File: src/rtl/piso_pkg.sv
// Shared definitions for the PISO serializer: state encoding, default width, counter sizing.
// The PARITY state exists only when PISO_PARITY_EN is defined.
package piso_pkg;

    localparam logic [1:0] S_IDLE   = 2'd0;
    localparam logic [1:0] S_SHIFT  = 2'd1;
    localparam logic [1:0] S_PARITY = 2'd2;

    localparam int DEFAULT_WIDTH = 16;

    typedef enum logic [1:0] {
        IDLE   = S_IDLE,
`ifdef PISO_PARITY_EN
        PARITY = S_PARITY,
`endif
        SHIFT  = S_SHIFT
    } state_t;

    function automatic int cnt_w(input int width);
        return (width < 2) ? 1 : $clog2(width);
    endfunction

endpackage

File: src/rtl/piso_bit_counter.sv
// Bit-position counter for the serializer; last flags the final data bit of a word.
module piso_bit_counter
    import piso_pkg::*;
#(
    parameter int WIDTH = DEFAULT_WIDTH
) (
    input  logic                       clk,
    input  logic                       clr_n,
    input  logic                       clear,
    input  logic                       enable,
    output logic [cnt_w(WIDTH)-1:0]    count,
    output logic                       last
);

    localparam int CW = cnt_w(WIDTH);
    localparam logic [CW-1:0] LAST_VAL = CW'(WIDTH - 1);

    // clear wins over enable so a back-to-back word restarts at position 0
    always_ff @(posedge clk or negedge clr_n) begin
        if (!clr_n) begin
            count <= '0;
        end else if (clear) begin
            count <= '0;
        end else if (enable) begin
            count <= count + 1'b1;
        end
    end

    assign last = (count == LAST_VAL);

endmodule

File: src/rtl/piso_serializer.sv
// Parallel-in serial-out transmitter with valid/ready load and frame markers.
// Define PISO_PARITY_EN to append an even-parity bit as an extra frame cycle.
module piso_serializer
    import piso_pkg::*;
#(
    parameter int WIDTH     = DEFAULT_WIDTH,
    parameter int MSB_FIRST = 1
) (
    input  logic             clk,
    input  logic             clr_n,
    input  logic [WIDTH-1:0] data_in,
    input  logic             load_valid,
    output logic             load_ready,
    output logic             ser_out,
    output logic             ser_valid,
    output logic             frame_start,
    output logic             frame_end,
    output logic             busy
);

    state_t                  state;
    state_t                  state_nxt;
    logic [WIDTH-1:0]        shreg;
    logic                    armed;
    logic                    accept;
    logic                    tx_bit;
    logic                    cnt_clear;
    logic                    cnt_en;
    logic [cnt_w(WIDTH)-1:0] count;
    logic                    last;
`ifdef PISO_PARITY_EN
    logic                    par_bit;
`endif

    function automatic logic [WIDTH-1:0] shift_one(input logic [WIDTH-1:0] v);
        if (MSB_FIRST != 0) begin
            return {v[WIDTH-2:0], 1'b0};
        end
        return {1'b0, v[WIDTH-1:1]};
    endfunction

    piso_bit_counter #(.WIDTH(WIDTH)) u_bit_counter (
        .clk    (clk),
        .clr_n  (clr_n),
        .clear  (cnt_clear),
        .enable (cnt_en),
        .count  (count),
        .last   (last)
    );

    assign accept = load_valid && load_ready;
    assign tx_bit = (MSB_FIRST != 0) ? shreg[WIDTH-1] : shreg[0];

    // armed holds load_ready low until the first edge after reset release
    always_ff @(posedge clk or negedge clr_n) begin
        if (!clr_n) begin
            state <= IDLE;
            armed <= 1'b0;
        end else begin
            state <= state_nxt;
            armed <= 1'b1;
        end
    end

    always_ff @(posedge clk or negedge clr_n) begin
        if (!clr_n) begin
            shreg <= '0;
        end else if (accept) begin
            shreg <= data_in;
        end else if (state == SHIFT) begin
            shreg <= shift_one(shreg);
        end
    end

`ifdef PISO_PARITY_EN
    always_ff @(posedge clk or negedge clr_n) begin
        if (!clr_n) begin
            par_bit <= 1'b0;
        end else if (accept) begin
            par_bit <= ^data_in;
        end
    end
`endif

    always_comb begin
        state_nxt   = state;
        load_ready  = 1'b0;
        ser_out     = 1'b0;
        ser_valid   = 1'b0;
        frame_start = 1'b0;
        frame_end   = 1'b0;
        busy        = 1'b0;
        cnt_clear   = 1'b0;
        cnt_en      = 1'b0;
        case (state)
            IDLE: begin
                load_ready = armed;
                if (load_valid && armed) begin
                    state_nxt = SHIFT;
                    cnt_clear = 1'b1;
                end
            end
            SHIFT: begin
                ser_valid   = 1'b1;
                busy        = 1'b1;
                ser_out     = tx_bit;
                frame_start = (count == '0);
                cnt_en      = 1'b1;
                if (last) begin
                    cnt_clear = 1'b1;
`ifdef PISO_PARITY_EN
                    state_nxt = PARITY;
`else
                    frame_end  = 1'b1;
                    load_ready = 1'b1;
                    state_nxt  = load_valid ? SHIFT : IDLE;
`endif
                end
            end
`ifdef PISO_PARITY_EN
            PARITY: begin
                ser_valid  = 1'b1;
                busy       = 1'b1;
                ser_out    = par_bit;
                frame_end  = 1'b1;
                load_ready = 1'b1;
                state_nxt  = load_valid ? SHIFT : IDLE;
            end
`endif
            default: state_nxt = IDLE;
        endcase
    end

endmodule

File: config.mk
export PLATFORM = sky130hd
export DESIGN_NAME = piso_serializer
export DESIGN_NICKNAME = d
export VERILOG_FILES = /design/src/rtl/piso_pkg.sv /design/src/rtl/piso_bit_counter.sv /design/src/rtl/piso_serializer.sv
export SDC_FILE = /design/constraint.sdc
export NUM_CORES = 1
export LEC_CHECK = 0
export CORE_MARGIN = 4
export CORE_UTILIZATION = 45
export CTS_CLUSTER_SIZE = 8
export DETAILED_ROUTE_END_ITERATION = 12
export PLACE_DENSITY = 0.8
export RECOVER_POWER = 50
export SLEW_MARGIN = 20
export SYNTH_ARGS = -nofsm -noshare
export SYNTH_HDL_FRONTEND = slang
export SYNTH_SLANG_ARGS = --single-unit
File: constraint.sdc
create_clock -name clk -period 3.9 [get_ports clk]
set_clock_uncertainty 0.05 [all_clocks]
set_input_delay 0.585 -clock clk [delete_from_list [all_inputs] [get_ports clk]]
set_output_delay 0.585 -clock clk [all_outputs]
set_load 0.01 [all_outputs]
; ---- Yosys cells after proc, flatten, opt, wreduce, memory -nomap -nowiden
; Index checks and enable logic that the tools add are counted.
[op_classes]
addsub = 1
eq_ne = 4
muxes = 19
n_reduce_logical = 7
[op_table]
columns = op, n
row1 = $mux 16, 3
row2 = $mux 1, 9
row3 = $mux 4, 2
row4 = $add 4x1->4 const B, 1
row5 = $eq 4x4->1 const B, 1
row6 = $logic_not 4->1, 1
row7 = $mux 2, 2
row8 = $ne 2x2->1 const B, 2
row9 = $pmux 1 s2, 2
row10 = $pmux 2 s2, 1
row11 = $reduce_bool 2->1, 2
row12 = $eq 2x1->1 const B, 1
row13 = $logic_and 1x1->1, 2
row14 = $logic_not 2->1, 1
row15 = $reduce_and 2->1, 1
[totals]
reg_bits = 23
input_bits = 19
output_inout_bits = 6

; ---- Depth between registers and ports, before layout
; Gate-level depths: netlist (run 1).
[logic_depth]
ltp_word = 8
ltp_mapped = 6
depth_no_buf = 4

; ---- By module
; A second synthesis (run 1) with hierarchy kept.
[unflattened]
hier_cells = 104
hier_area_um2 = 1078.5
[modules_own_cells]
columns = mod, instances, cells_per_inst, area_each_um2
row1 = piso_serializer, 1, 87, 879.6
row2 = piso_bit_counter, 1, 17, 198.9

; ---- Least setup slack after synthesis (run 1)
; Ideal clock, no wire load.
[synth_timing]
path_kind = flip-flop to output port
from = register u_bit_counter.count[0]
to = output port load_ready
arrival_time_ns = 1.384
setup_slack_ns = 1.881
stages_incl_launch_ff = 7
n_path_buf = 2
cell_sequence = dfrtp_1 > ha_1 > and3_1 > buf_6 > buf_12 > a21boi_0 > inv_1
[synth_between]
elab_chain_len = 3
[synth_rtl]
columns = item, line
row1 = from (decl), piso_bit_counter.sv:11  ; output logic [cnt_w(WIDTH)-1:0] count,
row2 = from (signal assigned), piso_bit_counter.sv:25  ; count <= count + 1'b1;
row3 = $eq 4x4->1, piso_bit_counter.sv:29  ; assign last = (count == LAST_VAL);
row4 = $mux 1, piso_serializer.sv:109  ; if (last) begin
row5 = $pmux 1 s2, piso_serializer.sv:95  ; case (state)
row6 = to (decl), piso_serializer.sv:13  ; output logic load_ready,
; No other way between the ends.

; ---- Worst setup path after layout (run 1)
[layout_timing]
from = register u_bit_counter.count[0]
to = output port frame_end
[layout_between]
elab_chain_len = 3
[layout_rtl]
columns = item, line
row1 = $eq 4x4->1, piso_bit_counter.sv:29
row2 = $mux 1, piso_serializer.sv:109
row3 = $mux 1, piso_serializer.sv:95
row4 = to (decl), piso_serializer.sv:17  ; output logic frame_end,
; No other way between the ends.

==> results of run 1 <==
## cells in the final DEF (no fill, tap or decap), types with 2 or more instances in the layout
cell type	count
and2_1	2
dfrtp_1	22
nand2b_1	16
inv_1	3
o21ai_0	3
ha_1	2
clkdlybuf4s50_1	22
nand3_1	3
mux2i_1	16
a211oi_1	31
nor2_1	2
clkbuf_4	3
buf_4	3
o22ai_1	15
nand2_1	6
nor2b_1	16
## critical path, stage by stage (launching register included)
cell             delay, ps
dfrtp_1                430
ha_1                   240
and3_1                 440
buf_4                  290
and2_1                 140
clkdlybuf4s50_1        530
## state kept, by name, summed over array words and instances, names as in the netlist
signal               cells
state                    1
shreg                   16
armed                    1
u_bit_counter.count      4
## layer usage
layer  GRT usage  vias up  part of all wire
li1            -      627                 -
met1       0.226      643              0.45
met2       0.278       50              0.49
met3      0.0425        2             0.058
met4      0.0355        0            0.0029
met5           0        -                 0
## kinds of logic (layout without fill, tap and decap cells)
group	Yosys count	after routing
muxes	16	16
adders and majority gates	2	2
AOI/OAI and AO/OA	53	53
buffers and inverters	19	34
other	1	1
DFF	22	22
and+or+nand+nor	49	49
## worst min-delay path by stage
stage                                             startpoint                                 end  depth (start not counted)
after detailed placement                shreg[0]$_DFFE_PN0P_                shreg[0]$_DFFE_PN0P_                          2
after global routing                                   clr_n                shreg[8]$_DFFE_PN0P_                          1
after CTS                               shreg[0]$_DFFE_PN0P_                shreg[0]$_DFFE_PN0P_                          2
final                                                  clr_n                shreg[7]$_DFFE_PN0P_                          1
after global placement    u_bit_counter.count[3]$_DFFE_PN0P_  u_bit_counter.count[3]$_DFFE_PN0P_                          1
after floorplan                                        clr_n                     armed$_DFF_PN0_                          0
## cell type report
class	instances	area (um^2)
Sequential cell	22	551
Multi-Input combinational cell	121	840
Timing Repair Buffer	27	256
Tap cell	44	55.1
Clock buffer	4	36.3
Inverter	3	11.3
Fill cell	307	1400
## power groups by stage
stage	logic, mW	registers [mW]	clock network [mW]
floorplan	0.319	0.383	0
global placement	0.384	0.395	0
detailed placement	0.401	0.406	0
CTS	0.404	0.401	0.135
global route	0.442	0.420	0.143
finish	0.401	0.405	0.131
## stage by stage
stage / cell area [um^2] / setup WS [ps] / instances / utilization
2_1_floorplan: 1520 / 1880 / 162 / -
3_3_place_gp: 1720 / 1290 / 217 / 0.545
3_5_place_dp: 1720 / 1240 / 217 / 0.545
4_1_cts: 1760 / 868 / 221 / 0.557
5_1_grt: 1750 / 731 / 221 / 0.555
6_report: 1750 / 872 / 221 / 0.555
==> metrics.txt, run 1 <==
status complete, no violations; postcts setup bufs 0; Tot GR Track Use 0.170; Avg Inst Size Synth 9.38 um^2; Routed Antenna Nets 0; VDD IR max 287 uV; routed via count ~1,300; compound-gate portion of the synthesized area 0.243; Sink Count 22; # resized after CTS 0; Clock Tree Root clkbuf_4; Vias/cell 5.98; max-slew violation count 0; Post-Synthesis Cells 162; R2R Path Start u_bit_counter.count[0]$_DFFE_PN0P_; total gr overflow 0; Sequential Power Share 0.432; largest family of logic cells by synthesized area compound AO/OA/AOI/OAI gates; Peak Freq about 330 MHz; Area Growth Syn to Fin 15.2%; Logic pwr share 0.428; Worst-Margin Slew roughly 1300 ps; worst-path maximum fanout 10; IO buf count 24; Die Wd about 66 um; flop2flop setup slack roughly 2000 ps; asr flop ratio synth 1.00; CTS Hold Bufs 0; R2R depth 5; crit path launch u_bit_counter.count[0]$_DFFE_PN0P_; final hold violations 0; sequential share of the synthesized area 0.362; initial DRC count 105; vias in the first global route 1,297; final period utilization 0.776; CTS tree yes; pin count of the biggest net entering global routing 61; TritonCTS Buffers 3; layout cells sized above 1 0.0508; Adder-Cell Fraction of Synth Area 0.0165; Longest Clk Path Bufs 2; Worst Hold Margin roughly 460 ps; Synth area leaders dfrtp_1, a211oi_1, mux2i_1; most frequent cell after synthesis a211oi_1; Synth top area share 0.362; Die Ht 66.1 um; H-tree Lvls 1; DP HPWL 2330 um; setup violators final 0; Core Area about 3200 um^2; Synth Register Bits 22; IO Pins 25; CP startpoint kind flop; number of placement rows 20; Clock transition at path regs 130 ps; Post-synth EDFFs 0; setup total negative slack 0 ps; Synth top cells by count a211oi_1, dfrtp_1, mux2i_1, nand2b_1, nor2b_1; Internal about 580 uW; first-pass GRT wire length between 5000 and 6000 um; clock share of power 0.140; initial antenna violation count 0; min Tclk post-route 3030 ps; crit path to frame_end; GP Congestion 0.730; DRT Wirelength 3510 um; syn nets 183; DRC viols 0; Clock Latency Late Sink 310 ps; switch share 0.387; relative slew slack 0.159; Max Cap Viol 0; Net Switching 363 uW; RSZ-0062 raised after global routing false; die area 4370 um^2; mux contribution to synthesized area 0.105; drt wl/cell approximately 16 um; Synth Area in XOR/XNOR 0; PD cells 536 nW/um^2; Hold Crit Class input port to asynchronous set/reset pin; DR pass1 iterations 4; post-synth top area cell dfrtp_1; Netlist cell types 27; Setup CP Type flop to primary output; Required @ worst endpoint 3260 ps; crit end category primary output; reg2reg end shreg[5]$_DFFE_PN0P_; ANT cells 0; critical path arrival approximately 2400 ps; Synth Area in Simple Gates 0.185; initial core utilization 0.482; NumNets Final 199; Leak Pwr 0.639 nW; Main synth FF type dfrtp_1; Mapped Area ~1500 um^2; Synth Warn # 0; Pwr Total 938 uW
Power figures use the tool's default switching activity.
==> inputs of run 2 (changes only) <==
--- a/config.mk
+++ b/config.mk
@@ -9,7 +9,7 @@
 export CORE_UTILIZATION = 45
 export CTS_CLUSTER_SIZE = 8
 export DETAILED_ROUTE_END_ITERATION = 12
-export PLACE_DENSITY = 0.8
+export PLACE_DENSITY = 0.83
 export RECOVER_POWER = 50
 export SLEW_MARGIN = 20
 export SYNTH_ARGS = -nofsm -noshare
==> constraint.sdc (replaced) <==
create_clock -name clk -period 2.6 [get_ports clk]
set_clock_uncertainty 0.05 [all_clocks]
set_input_delay 0.39 -clock clk [delete_from_list [all_inputs] [get_ports clk]]
set_output_delay 0.39 -clock clk [all_outputs]
set_load 0.01 [all_outputs]
==> run 2 against run 1 <==
Net effect:
- clock power up 21%
- sequential power up 51%
- first-iteration DRC count down 13%
- critical endpoint unchanged
- highest routed layer unchanged
==> metrics.txt, run 2 (synthesis results as in run 1) <==
Post-Route Utilization 0.569; Sink Count 22; non-filler instance count after layout 227; Clock transition at path regs 130 ps; VDD IR max 393 uV; critical path arrival 2060 ps; Max Cap Viol 0; CP top delay family buffers and inverters; IO buf count 24; min Tclk post-route 2500 ps; reg2reg end shreg[10]$_DFFE_PN0P_; Core Area approximately 3200 um^2; routed via count 1,334; worst-path maximum fanout 9; Hold Crit Class flop to flop; setup violators final 0; R2R Path Start state[0]$_DFFE_PN0P_; first-pass GRT wire length 5810 um; final period utilization 0.961; most frequent cells in the layout a211oi_1, clkdlybuf4s50_1, dfrtp_1; GP Congestion 0.845; crit path buf inv count 2; DP HPWL 2370 um; drt wl/cell 15.2 um; Longest Clk Path Bufs 2; hold path depth 1; number of flip-flops under the largest register name 16; H-tree Lvls 1; CP Cell Sequence ha_2 > and3_1 > buf_4 > and2_1 > clkdlybuf4s50_1; # placed instances 221; Worst-Margin Slew 1210 ps; Leak Pwr 0.662 nW; CTS tree yes; Clock Tree Root clkbuf_4; most common cell after layout, fill and taps aside a211oi_1; NumNets Final 206; CTS Hold Bufs 0; crit end category primary output; initial core utilization 0.482; vias in the first global route ~1,300; biggest registers after layout shreg: 16 flops, u_bit_counter.count: 4 flops; Routed Antenna Nets 0; max-slew violation count 0; Pwr Total 1.42 mW; relative slew slack 0.193; status complete, no violations; Setup CP Type flop to primary output; total gr overflow 0; Peak Freq ~400 MHz; DRC viols 0; Die Ht 66.1 um; Tot GR Track Use 0.166; number of placement rows 20; Required @ worst endpoint 2160 ps; R2R depth 4; initial DRC count 91; Area Growth Syn to Fin 18.0%; flop2flop setup slack approximately 800 ps; Vias/cell between 5 and 6; Clock Latency Late Sink between 300 and 400 ps; CP startpoint kind flop; die area around 4400 um^2; CP peak stage delay 530 ps; PD cells about 790 nW/um^2; Die Wd 66.1 um; Top reg by flops shreg; DR pass1 iterations 4; slowest CP cell clkdlybuf4s50_1; layout cells sized above 1 0.0820; initial antenna violation count 0; ANT cells 0; TritonCTS Buffers 3; pin count of the biggest net entering global routing 35; Hold Path End u_bit_counter.count[3]$_DFFE_PN0P_; HP Start u_bit_counter.count[3]$_DFFE_PN0P_; IO Pins 25; final hold violations 0; fill cell count 293; DRT Wirelength 3450 um
## run 2: changes by cell type in the layout (fill, tap and decap cells not counted)
cell	delta
clkbuf_8	-1
ha_1	-1
clkdlybuf4s50_1	+1
buf_4	+6
ha_2	+1
## run 2: metal layers
| metal | track usage | vias to the layer above | share of wire |
|---|---|---|---|
| met1 | 0.224 | 648 | 0.48 |
| li1 | - | 640 | - |
| met4 | 0.0381 | 0 | 0.0067 |
| met3 | 0.0323 | 4 | 0.045 |
| met2 | 0.273 | 42 | 0.47 |
| met5 | 0 | - | 0 |
## run 2: worst max path at each step
stage,from,endpoint,cells after the start
floorplan,u_bit_counter.count[0]$_DFFE_PN0P_,load_ready,6
global placement,u_bit_counter.count[0]$_DFFE_PN0P_,frame_end,5
detailed placement,u_bit_counter.count[0]$_DFFE_PN0P_,frame_end,5
CTS,u_bit_counter.count[0]$_DFFE_PN0P_,frame_end,5
global route,u_bit_counter.count[0]$_DFFE_PN0P_,frame_end,5
finish,u_bit_counter.count[0]$_DFFE_PN0P_,frame_end,5
## run 2: per-stage QoR
step	setup slack (ps)	TNS, ps	instance area (um^2)	hold slack, ps
detailed placement	431	0	1750	464
floorplan	776	0	1520	44.4
finish	101	0	1790	505
CTS	51.9	0	1770	372
global route	-7.00	-7.00	1790	535
global placement	497	0	1750	461
## run 2: where the power goes
| part | internal (mW) | switching [mW] | leakage, nW |
|---|---|---|---|
| sequential | 0.469 | 0.144 | 0.288 |
| combinational | 0.349 | 0.301 | 0.360 |
| clock | 0.0542 | 0.105 | 0.0138 |
## run 2: cell type report
type / instances / area (um^2) / area share
timing repair buffer: 34 / 312 / 0.174
clock buffer: 3 / 22.5 / 0.0126
inverter: 3 / 11.3 / 0.00628
sequential: 22 / 551 / 0.307
tap: 44 / 55.1 / 0.0307
multi-input combinational: 121 / 842 / 0.470
## run 2: repair_timing
item,in CTS,in global routing
buffers inserted,0,3
resized for setup,0,1
setup endpoints to repair,0,1
